--- src/rtl/viterbi_pkg.sv ---
// -----------------------------------------------------------------------------
// viterbi_pkg
// Shared definitions for the K=3, rate-1/2 convolutional encoder and the
// Viterbi decoder: constraint length, generator polynomials (octal 7 / 5),
// tail length and the encoder FSM state type.
// Also provides enc_sym(), the single place where the generator taps are applied.
// -----------------------------------------------------------------------------
package viterbi_pkg;

  localparam int K        = 3;
  localparam int TAIL_LEN = K - 1;

  // Tap masks are ordered {current bit, s[1], s[0]} (newest tap first).
  localparam logic [K-1:0] G0 = 3'o7;
  localparam logic [K-1:0] G1 = 3'o5;

  typedef enum logic [1:0] {
    IDLE,
    DATA,
    FLUSH
  } fsm_state_t;

  // Coded symbol for input bit b given shift state s (s[1] = most recent bit).
  // Result is {G0 output, G1 output}, matching the decoder's symbol order.
  function automatic logic [1:0] enc_sym(input logic b, input logic [K-2:0] s);
    logic [K-1:0] window;
    window = {b, s};
    return {^(window & G0), ^(window & G1)};
  endfunction

endpackage

--- src/rtl/conv_encoder.sv ---
// -----------------------------------------------------------------------------
// conv_encoder
// Rate-1/2, K=3 convolutional encoder (G0=7, G1=5 octal) with valid/ready
// handshakes on both sides, optional zero-tail termination and a per-frame
// symbol counter. The output symbol is registered (one cycle latency) and a
// new bit can be accepted every cycle while the output register drains.
//
// Parameters
//   TERMINATE  1 = append K-1 zero tail bits after in_last, 0 = no tail
//   CNT_W      width of sym_count
// Ports
//   clk        clock, rising edge
//   rst_n      asynchronous active-low reset
//   in_valid   upstream info bit valid
//   in_bit     information bit
//   in_last    final info bit of the frame
//   in_ready   encoder accepts the bit this cycle
//   out_valid  out_sym holds a valid coded symbol
//   out_sym    coded symbol, [1] = G0 output, [0] = G1 output
//   out_last   final symbol of the frame (tail included)
//   out_ready  downstream accepts the symbol
//   sym_count  symbols emitted in the current frame (saturating)
// -----------------------------------------------------------------------------
module conv_encoder #(
  parameter int TERMINATE = 1,
  parameter int CNT_W     = 16
) (
  input  logic             clk,
  input  logic             rst_n,
  input  logic             in_valid,
  input  logic             in_bit,
  input  logic             in_last,
  output logic             in_ready,
  output logic             out_valid,
  output logic [1:0]       out_sym,
  output logic             out_last,
  input  logic             out_ready,
  output logic [CNT_W-1:0] sym_count
);

  import viterbi_pkg::*;

  localparam bit         TERM      = (TERMINATE != 0);
  localparam logic [1:0] LAST_TAIL = 2'(TAIL_LEN - 1);

  fsm_state_t       state;
  logic [K-2:0]     s;
  logic [1:0]       tail_cnt;
  logic             ready_en;

  logic             out_free;
  logic             accept;
  logic [K-2:0]     s_base;
  logic [CNT_W-1:0] cnt_base;
  logic [CNT_W-1:0] cnt_next;
  logic [1:0]       bit_sym;
  logic [1:0]       tail_sym;

  // ready_en keeps in_ready low until the first clock edge after reset release.
  assign out_free = !out_valid || out_ready;
  assign in_ready = ready_en && (state != FLUSH) && out_free;
  assign accept   = in_valid && in_ready;

  // A bit accepted in IDLE opens a new frame, so it encodes from a cleared
  // shift state and restarts the symbol count instead of using the held values.
  always_comb begin
    s_base   = (state == IDLE) ? '0 : s;
    cnt_base = (state == IDLE) ? '0 : sym_count;
    cnt_next = (&cnt_base) ? cnt_base : cnt_base + CNT_W'(1);
    bit_sym  = enc_sym(in_bit, s_base);
    tail_sym = enc_sym(1'b0, s);
  end

  // Encoder FSM with registered outputs. A drained output register is cleared
  // first; any load in the same cycle overrides that below.
  always_ff @(posedge clk or negedge rst_n) begin
    if (!rst_n) begin
      state     <= IDLE;
      s         <= '0;
      tail_cnt  <= '0;
      ready_en  <= 1'b0;
      out_valid <= 1'b0;
      out_sym   <= '0;
      out_last  <= 1'b0;
      sym_count <= '0;
    end else begin
      ready_en <= 1'b1;

      if (out_valid && out_ready) begin
        out_valid <= 1'b0;
        out_last  <= 1'b0;
      end

      case (state)
        IDLE, DATA: begin
          if (accept) begin
            out_sym   <= bit_sym;
            out_valid <= 1'b1;
            sym_count <= cnt_next;
            if (in_last && TERM) begin
              out_last <= 1'b0;
              s        <= {in_bit, s_base[K-2:1]};
              tail_cnt <= '0;
              state    <= FLUSH;
            end else if (in_last) begin
              // Unterminated frame: boundary is here, next frame starts at 00.
              out_last <= 1'b1;
              s        <= '0;
              state    <= IDLE;
            end else begin
              out_last <= 1'b0;
              s        <= {in_bit, s_base[K-2:1]};
              state    <= DATA;
            end
          end
        end

        FLUSH: begin
          if (out_free) begin
            out_sym   <= tail_sym;
            out_valid <= 1'b1;
            sym_count <= cnt_next;
            s         <= {1'b0, s[K-2:1]};
            out_last  <= (tail_cnt == LAST_TAIL);
            if (tail_cnt == LAST_TAIL) begin
              tail_cnt <= '0;
              state    <= IDLE;
            end else begin
              tail_cnt <= tail_cnt + 2'd1;
            end
          end
        end

        default: state <= IDLE;
      endcase
    end
  end

endmodule

--- config.mk ---
export PLATFORM = sky130hd
export DESIGN_NAME = conv_encoder
export DESIGN_NICKNAME = d
export VERILOG_FILES = /design/src/rtl/viterbi_pkg.sv /design/src/rtl/conv_encoder.sv
export SDC_FILE = /design/constraint.sdc
export NUM_CORES = 1
export LEC_CHECK = 0
export CORE_UTILIZATION = 40
export DETAILED_ROUTE_END_ITERATION = 8
export PLACE_DENSITY = 0.65
export SYNTH_ARGS = -nofsm -noshare
export SYNTH_HDL_FRONTEND = slang
export SYNTH_SLANG_ARGS = --single-unit
--- constraint.sdc ---
create_clock -name clk -period 3.3 [get_ports clk]
set_clock_uncertainty 0.2 [all_clocks]
set_input_delay 0.66 -clock clk [delete_from_list [all_inputs] [get_ports clk]]
set_output_delay 0.66 -clock clk [all_outputs]
set_load 0.02 [all_outputs]
# Yosys cells after proc, flatten, opt, wreduce, memory -nomap -nowiden

Cells that the tools add are included.

$add $sub $neg: 2
Eq/ne operators: 8
Multiplexer cells: 30
Reduce and logical (&&, ||, !) cells: 17

Operator list:

| kind                    | count |
|---|---|
| $mux W16                | 4 |
| $pmux W16 S2            | 1 |
| $mux W2                 | 13 |
| $add A16 B1 Y16 const B | 1 |
| $pmux W2 S2             | 4 |
| $reduce_and A16 Y1      | 1 |
| $reduce_xor A3 Y1       | 4 |
| $ne A2 B2 Y1 const B    | 5 |
| $mux W1                 | 6 |
| $reduce_and A3 Y1       | 2 |
| $eq A2 B1 Y1 const B    | 2 |
| $logic_and A1 B1 Y1     | 4 |
| $pmux W1 S2             | 2 |
| $reduce_and A4 Y1       | 1 |
| $add A2 B1 Y2 const B   | 1 |
| $eq A2 B2 Y1 const B    | 1 |
| $logic_not A2 Y1        | 1 |
| $reduce_bool A2 Y1      | 1 |
| $reduce_or A2 Y1        | 1 |
| $logic_not A1 Y1        | 1 |
| $logic_or A1 B1 Y1      | 1 |

Bits in registers: 27
Input port bits: 6
Output and inout port bits: 21
Logic and storage cells: 65

# Depth between registers and ports, before layout

Gate-level depths: netlist of the first run.

Depth after elaboration: 6
Depth in mapped cells: 10
Gate-level depth less buffers: 8

# Worst setup path before layout of the first run

OpenSTA, ideal clock, no wires.

Path kind: reg-to-reg
Start: register state[1]
End: register sym_count[6]
Library setup time: 0.080 ns
Data arrival time: 2.153 ns
Data required time: 3.020 ns
Slack: 0.867 ns
Stages on the path, launching flop included: 11
Buffers on the path: 2
Period minus slack after synthesis: 2.433 ns
Path through: dfrtp_1 -> buf_6 -> or2_2 -> and2_1 -> ha_1 -> nand4_1 -> nor4_2 -> a31o_1 -> buf_6 -> nor4b_2 -> xnor2_1

Cells in the longest elaborated chain, start to end: 6
Elaborated cells on any way between the ends: 19
Those cells by class: add/sub (1); eq/ne (5); mux (5); reduce/logical (8)

RTL lines:

| item                                                     | line                                                       | source |
|---|---|---|
| start: declaration                                       | conv_encoder.sv:46                                         | `fsm_state_t state;` |
| start signal: assignment                                 | conv_encoder.sv:78                                         | `state <= IDLE;` |
| start signal: assignment                                 | conv_encoder.sv:104                                        | `state <= FLUSH;` |
| start signal: assignment                                 | conv_encoder.sv:109                                        | `state <= IDLE;` |
| $logic_not A2 Y1 / $ne A2 B2 Y1 (equally long branches)  | conv_encoder.sv:68, conv_encoder.sv:94, conv_encoder.sv:61 |  |
| $mux W16 / $logic_and A1 B1 Y1 (equally long branches)   | conv_encoder.sv:68, conv_encoder.sv:61                     |  |
| $add A16 B1 Y16 (tied with other cells)                  | conv_encoder.sv:69                                         | `cnt_next = (&cnt_base) ? cnt_base : cnt_base + CNT_W'(1);` |
| $mux W16 / $logic_and A1 B1 Y1 (equally long branches)   | conv_encoder.sv:69, conv_encoder.sv:62                     |  |
| $mux W16 (tied with other cells)                         | conv_encoder.sv:119                                        | `if (out_free) begin` |
| $pmux W16 S2 / $reduce_and A3 Y1 (equally long branches) | --                                                         |  |
| end signal: assignment                                   | conv_encoder.sv:99                                         | `sym_count <= cnt_next;` |
| end signal: assignment                                   | conv_encoder.sv:122                                        | `sym_count <= cnt_next;` |
| end: declaration                                         | conv_encoder.sv:38                                         | `output logic [CNT_W-1:0] sym_count` |

Parallel ways exist; a longest one is shown, timed or not. The select of a mux whose other input is x is not followed.
A chain may end at the register's enable or synchronous reset.

# Worst setup path after layout of the first run

Start: input port out_ready
End: output port in_ready

Cells in the longest elaborated chain, start to end: 2

RTL lines:

| item                | line               | source |
|---|---|---|
| start: declaration  | conv_encoder.sv:37 | `input logic out_ready,` |
| $logic_or A1 B1 Y1  | conv_encoder.sv:60 | `assign out_free = !out_valid \|\| out_ready;` |
| $logic_and A1 B1 Y1 | conv_encoder.sv:61 | `assign in_ready = ready_en && (state != FLUSH) && out_free;` |
| end: declaration    | conv_encoder.sv:33 | `output logic in_ready,` |

Every way passes these cells.

==> flow_summary.json, run 1 <==
{
  "drive_gt1_frac": 0.110,
  "drc": 0,
  "design.core.area_sq_um": 3360,
  "synth_seq_cells": 27,
  "layout_common_cells": "nand2_1, dfrtp_1, clkdlybuf4s50_1",
  "drtPass1Iterations": 4,
  "port_buffers": 26,
  "cp.arrival_ns": 2.10,
  "die_h_um": 61.5,
  "io_pins": 27,
  "hold_buffers": 0,
  "rsz0062_at_grt": "no",
  "cts_num_sinks": 27,
  "path_max_fanout": 6,
  "postLayoutSetupSlackWorst_ns": 0.340,
  "clock_path_buffers": 2,
  "hpwlAfterDp_um": 2090,
  "clk_pin_slew_ns": 0.15,
  "mostFrequentLayoutCell": "nand2_1",
  "ant_nets": 0,
  "synth_cell_types": 42,
  "synth_top_area_frac": 0.477,
  "clock-root-buffer": "clkbuf_4",
  "cts_buffers": 3,
  "ir_drop_mv": 0.240,
  "critical_path_class": "primary input to output pin",
  "grt_max_degree": 28,
  "postCtsSetupRepairBufs": 0,
  "relSlewSlack": 0.632,
  "place.gp.congestion": 0.813,
  "p_per_area_nw_per_um2": 555,
  "initial_utilization": 0.422,
  "critPathLaunchType": "primary input",
  "grt_overflow": 0,
  "place_ws_ns": 0.351,
  "netlist_instances": 143,
  "synth_warnings": 0,
  "diodes": 0,
  "dr_total_vias": 1154,
  "clk_latency_ns": 0.33,
  "hold_class": "flop to flop",
  "design_area_sq_um": 1760,
  "synth_edf_count": 0,
  "cts_resized": 0,
  "avgViaCountPerCell": 5.29,
  "fin_crit_sh": 0.897,
  "setup_violations": 0,
  "synthFlopType": "dfrtp_1",
  "grt_pass1_wl_um": 4860,
  "status": "complete, no violations",
  "synth_area_leader_cell": "dfrtp_1",
  "min_period_ns": 2.96,
  "ys_seq_area_frac": 0.477,
  "p_leak_nw": 0.728,
  "dpl_cell_area_sq_um": 1730,
  "syn_to_final_growth_pct": 23.9,
  "antenna_found_initial": 0,
  "syn-num-nets": 150,
  "grt_usage": 0.175,
  "cp-end-kind": "output pin",
  "required_ns": 2.44,
  "final_nets": 180,
  "syn-mean-instance-area_sq_um": 9.91,
  "tns_ns": 0,
  "wl_um": 2940,
  "die_area_sq_um": 3790,
  "rows": 21,
  "maxSlewViolCount": 0,
  "cap_violations": 0,
  "hold_ws_ns": 0.294,
  "tightest_slew_ns": 0.550,
  "clock.fmax_mhz": 338,
  "synth_area_sq_um": 1420,
  "die_x_um": 61.5,
  "wl_per_cell_um": 13.5,
  "grt_pass1_vias": 1053,
  "hold_viol": 0,
  "cts-htree-levels": 1,
  "synthTopCellsByArea": "dfrtp_1, nand2_1, xnor2_1",
  "drtIter0Drc": 42,
  "cts_tree": "built",
  "async_flop_share": 1.00
}
## layout make-up
class	instances	area, sq um
Multi-Input combinational cell	110	702
Fill cell	329	1610
Clock inverter	1	5.00
Tap cell	46	57.6
Inverter	1	3.75
Sequential cell	27	676
Clock buffer	3	22.5
Timing Repair Buffer	30	290
## metrics by stage
step                total power [mW]   util  std cells
floorplan                      0.697      -        143
detailed placement             0.831  0.514        214
CTS                            0.980  0.522        218
global placement               0.821  0.514        214
global route                    1.04  0.522        218
finish                         0.975  0.522        218
## state kept, by name, indices dropped and copies added (netlist names)
name,flops
out_last,1
out_sym,2
out_valid,1
ready_en,1
s,2
state,2
sym_count,16
tail_cnt,2
## worst max-delay path, stage by stage
cell,delay (ns)
clkdlybuf4s50_1,0.47
nand2b_1,0.19
and3_1,0.18
clkdlybuf4s50_1,0.59
## Yosys cell counts, types with 2 or more instances
cell and instances:
o21ai_0 2, xor2_1 5, and3_1 2, nor2b_1 2
buf_2 2, and3b_1 4, nand2_1 34, and2_1 2
nand2b_1 2, nand3_1 4, nor2_1 7, nand4_1 3
xnor2_1 8, o21ai_1 6, a21oi_1 2, o31ai_1 2
nor4_2 3, nor4b_2 2, dfrtp_1 27, buf_6 2
## per-layer routing
| layer | track usage | share of wire | up-vias |
|---|---|---|---|
| li1 | - | - | 556 |
| met3 | 0.0189 | 0.029 | 5 |
| met1 | 0.240 | 0.49 | 573 |
| met4 | 0.0762 | 0.017 | 0 |
| met5 | 0 | 0 | - |
| met2 | 0.278 | 0.46 | 20 |
## cells by family (layout without fill, tap and decap cells)
kind of cell,after synthesis,count (layout),share of synthesized area
AOI/OAI and AO/OA,23,23,0.117
muxes,1,1,0.00706
other,1,1,0.00265
adders and majority gates,1,1,0.00882
and+or+nand+nor,71,71,0.279
DFF,27,27,0.477
xor gates and xnor gates,13,13,0.0803
buffers and inverters,6,35,0.0282
## final timing paths
check / from / endpoint / slack, ns / cells after the start
worst max-delay path: out_ready / in_ready / 0.34 / 4
worst min-delay path: out_sym[0] / out_sym[0] / 0.29 / 2
worst max register to register: state[1] / sym_count[13] / 0.59 / 8
worst min register to register: out_sym[0] / out_sym[0] / 0.29 / 2
max in group asynchronous: rst_n / sym_count[5] / 2.16 / 2
min in group asynchronous: rst_n / sym_count[1] / 0.47 / 2
## where the power goes
| part | internal (mW) | total, mW | switching, mW |
|---|---|---|---|
| Combinational | 0.161 | 0.383 | 0.222 |
| Sequential | 0.389 | 0.442 | 0.0539 |
| Clock | 0.0456 | 0.149 | 0.104 |
Note: power is estimated with default switching activity, not from simulation.
==> inputs of run 2 (changes only) <==
Settings changed: ABC_CLOCK_PERIOD_IN_PS from default to 3300.
==> results of run 2 <==
No change in the layout: final DEF, timing and power equal those of run 1.
==> inputs of run 3 (changes only) <==
Settings changed: ABC_CLOCK_PERIOD_IN_PS 3300 to 3550, MAX_ROUTING_LAYER from default to met4, PLACE_DENSITY 0.65 to default, PLACE_DENSITY_LB_ADDON from default to 0.3.
Clock period 3.3 ns to 3.55 ns, I/O delays scaled along.
==> run 3 against run 2 <==
Die area stayed put. Global-route usage is 1.7 points higher. Critical path depth stayed put. Worst setup slack better by 0.17 ns. Sequential power is 3% lower. Core utilization is 0.26 points lower. Register-to-register slack better by 0.10 ns. Critical path type unchanged. Critical endpoint unchanged. Largest cell class unchanged.
==> flow_summary.json, run 3 (same netlist as run 1, synthesis figures left out) <==
{
  "postCtsSetupRepairBufs": 0,
  "initial_utilization": 0.422,
  "avgViaCountPerCell": 5.35,
  "cts_tree": "built",
  "hold_viol": 0,
  "final_cells": 217,
  "grt_max_degree": 28,
  "place.gp.congestion": 0.836,
  "rows": 21,
  "cp.arrival_ns": 2.13,
  "crit_path_end": "in_ready",
  "cts_buffers": 3,
  "crit_chain": "clkdlybuf4s50_1 > nand2b_1 > and3_1 > clkdlybuf4s50_1",
  "diodes": 0,
  "largest-register": "sym_count",
  "syn_to_final_growth_pct": 23.3,
  "startpoint": "out_ready",
  "cts_resized": 0,
  "reg2reg_to": "sym_count[13]",
  "slowest_delay_ns": 0.59,
  "critPathLaunchType": "primary input",
  "cap_violations": 0,
  "setup_violations": 0,
  "p_leak_nw": 0.720,
  "required_ns": 2.64,
  "ir_drop_mv": 0.239,
  "tns_ns": 0,
  "clock_path_buffers": 2,
  "drtIter0Drc": 29,
  "multi_input_area_sq_um": 702,
  "critical_path_class": "primary input to output pin",
  "final_nets": 179,
  "relSlewSlack": 0.643,
  "die_x_um": 61.5,
  "drive_gt1_frac": 0.0994,
  "layout_common_cells": "nand2_1, dfrtp_1, clkdlybuf4s50_1",
  "design.core.area_sq_um": 3360,
  "r2r_cells": 9,
  "grt_usage": 0.192,
  "port_buffers": 26,
  "hold_buffers": 0,
  "tightest_slew_ns": 0.535,
  "path_max_fanout": 6,
  "clk_latency_ns": 0.33,
  "clk_pin_slew_ns": 0.14,
  "fin_crit_sh": 0.858,
  "grt_overflow": 0,
  "clock-root-buffer": "clkbuf_4",
  "min_period_ns": 3.04,
  "drc": 0,
  "wl_per_cell_um": 13.9,
  "timing.rr.start": "state[1]",
  "maxSlewViolCount": 0,
  "wl_um": 3010,
  "rrSetupSlack_ns": 0.69,
  "rsz0062_at_grt": "no",
  "io_pins": 27,
  "crit_top_cell": "clkdlybuf4s50_1",
  "grt_pass1_vias": 1177,
  "status": "complete, no violations",
  "grt_pass1_wl_um": 5150,
  "drtPass1Iterations": 4,
  "slowest_stage": "clkdlybuf4s50_1",
  "p_per_area_nw_per_um2": 512,
  "largest_reg_flops": 16,
  "cts_num_sinks": 27,
  "dr_total_vias": 1160,
  "regArea_sq_um": 676,
  "antenna_found_initial": 0,
  "hold_class": "flop to flop",
  "cp-end-kind": "output pin",
  "die_area_sq_um": 3790,
  "clock.fmax_mhz": 328,
  "ant_nets": 0,
  "cts-htree-levels": 1,
  "mostFrequentLayoutCell": "nand2_1",
  "dp.cells": 213,
  "hpwlAfterDp_um": 2190,
  "die_h_um": 61.5,
  "final.fill_count": 328
}
==> run 3: how the worst min path moves through the flow <==
stage / startpoint / endpoint / slack [ns] / depth (start not counted)
after global placement: out_sym[0] / out_sym[0] / 0.27 / 2
after CTS: tail_cnt[1] / tail_cnt[1] / 0.31 / 1
after floorplan: rst_n / out_last / 0.21 / 0
final: tail_cnt[1] / tail_cnt[1] / 0.30 / 1
after detailed placement: tail_cnt[1] / tail_cnt[1] / 0.27 / 1
after global routing: tail_cnt[1] / tail_cnt[1] / 0.32 / 1
==> run 3: layout make-up <==
| type | instances | area share |
|---|---|---|
| Multi-Input combinational cell | 110 | 0.402 |
| Inverter | 1 | 0.00215 |
| Timing Repair Buffer | 29 | 0.162 |
| Tap cell | 46 | 0.0329 |
| Sequential cell | 27 | 0.387 |
| Clock buffer | 4 | 0.0150 |
==> run 3: stage by stage <==
step                      hold slack (ns)  cell area, sq um  setup slack (ns)  total power [mW]   util
after global placement              0.266              1720             0.514             0.756  0.512
after floorplan                     0.214              1420              1.12             0.648      -
after global routing                0.321              1750             0.424             0.959  0.520
after CTS                           0.305              1750             0.502             0.901  0.520
final                               0.300              1750             0.506             0.894  0.520
after detailed placement            0.273              1720             0.507             0.767  0.512
==> run 3: layer usage <==
layer / routed length [um] / track usage / vias up
met4: 36 / 0.0889 / 0
met2: 1560 / 0.310 / 16
met1: 1360 / 0.231 / 588
li1: - / - / 552
met3: 61 / 0.0357 / 4
met5: 0 / - / -
==> run 3: where the power goes <==
part	switching, mW	total (mW)	internal [mW]	leakage (nW)
clock	0.0906	0.135	0.0441	0.0150
sequential	0.0667	0.428	0.361	0.361
combinational	0.190	0.332	0.142	0.344
total	0.347	0.894	0.547	0.720
==> run 3: worst max-delay path, delay by kind of cell <==
family | cells | cell delay [ns]
buf+inv | 2 | 1.06
simple gates | 2 | 0.36
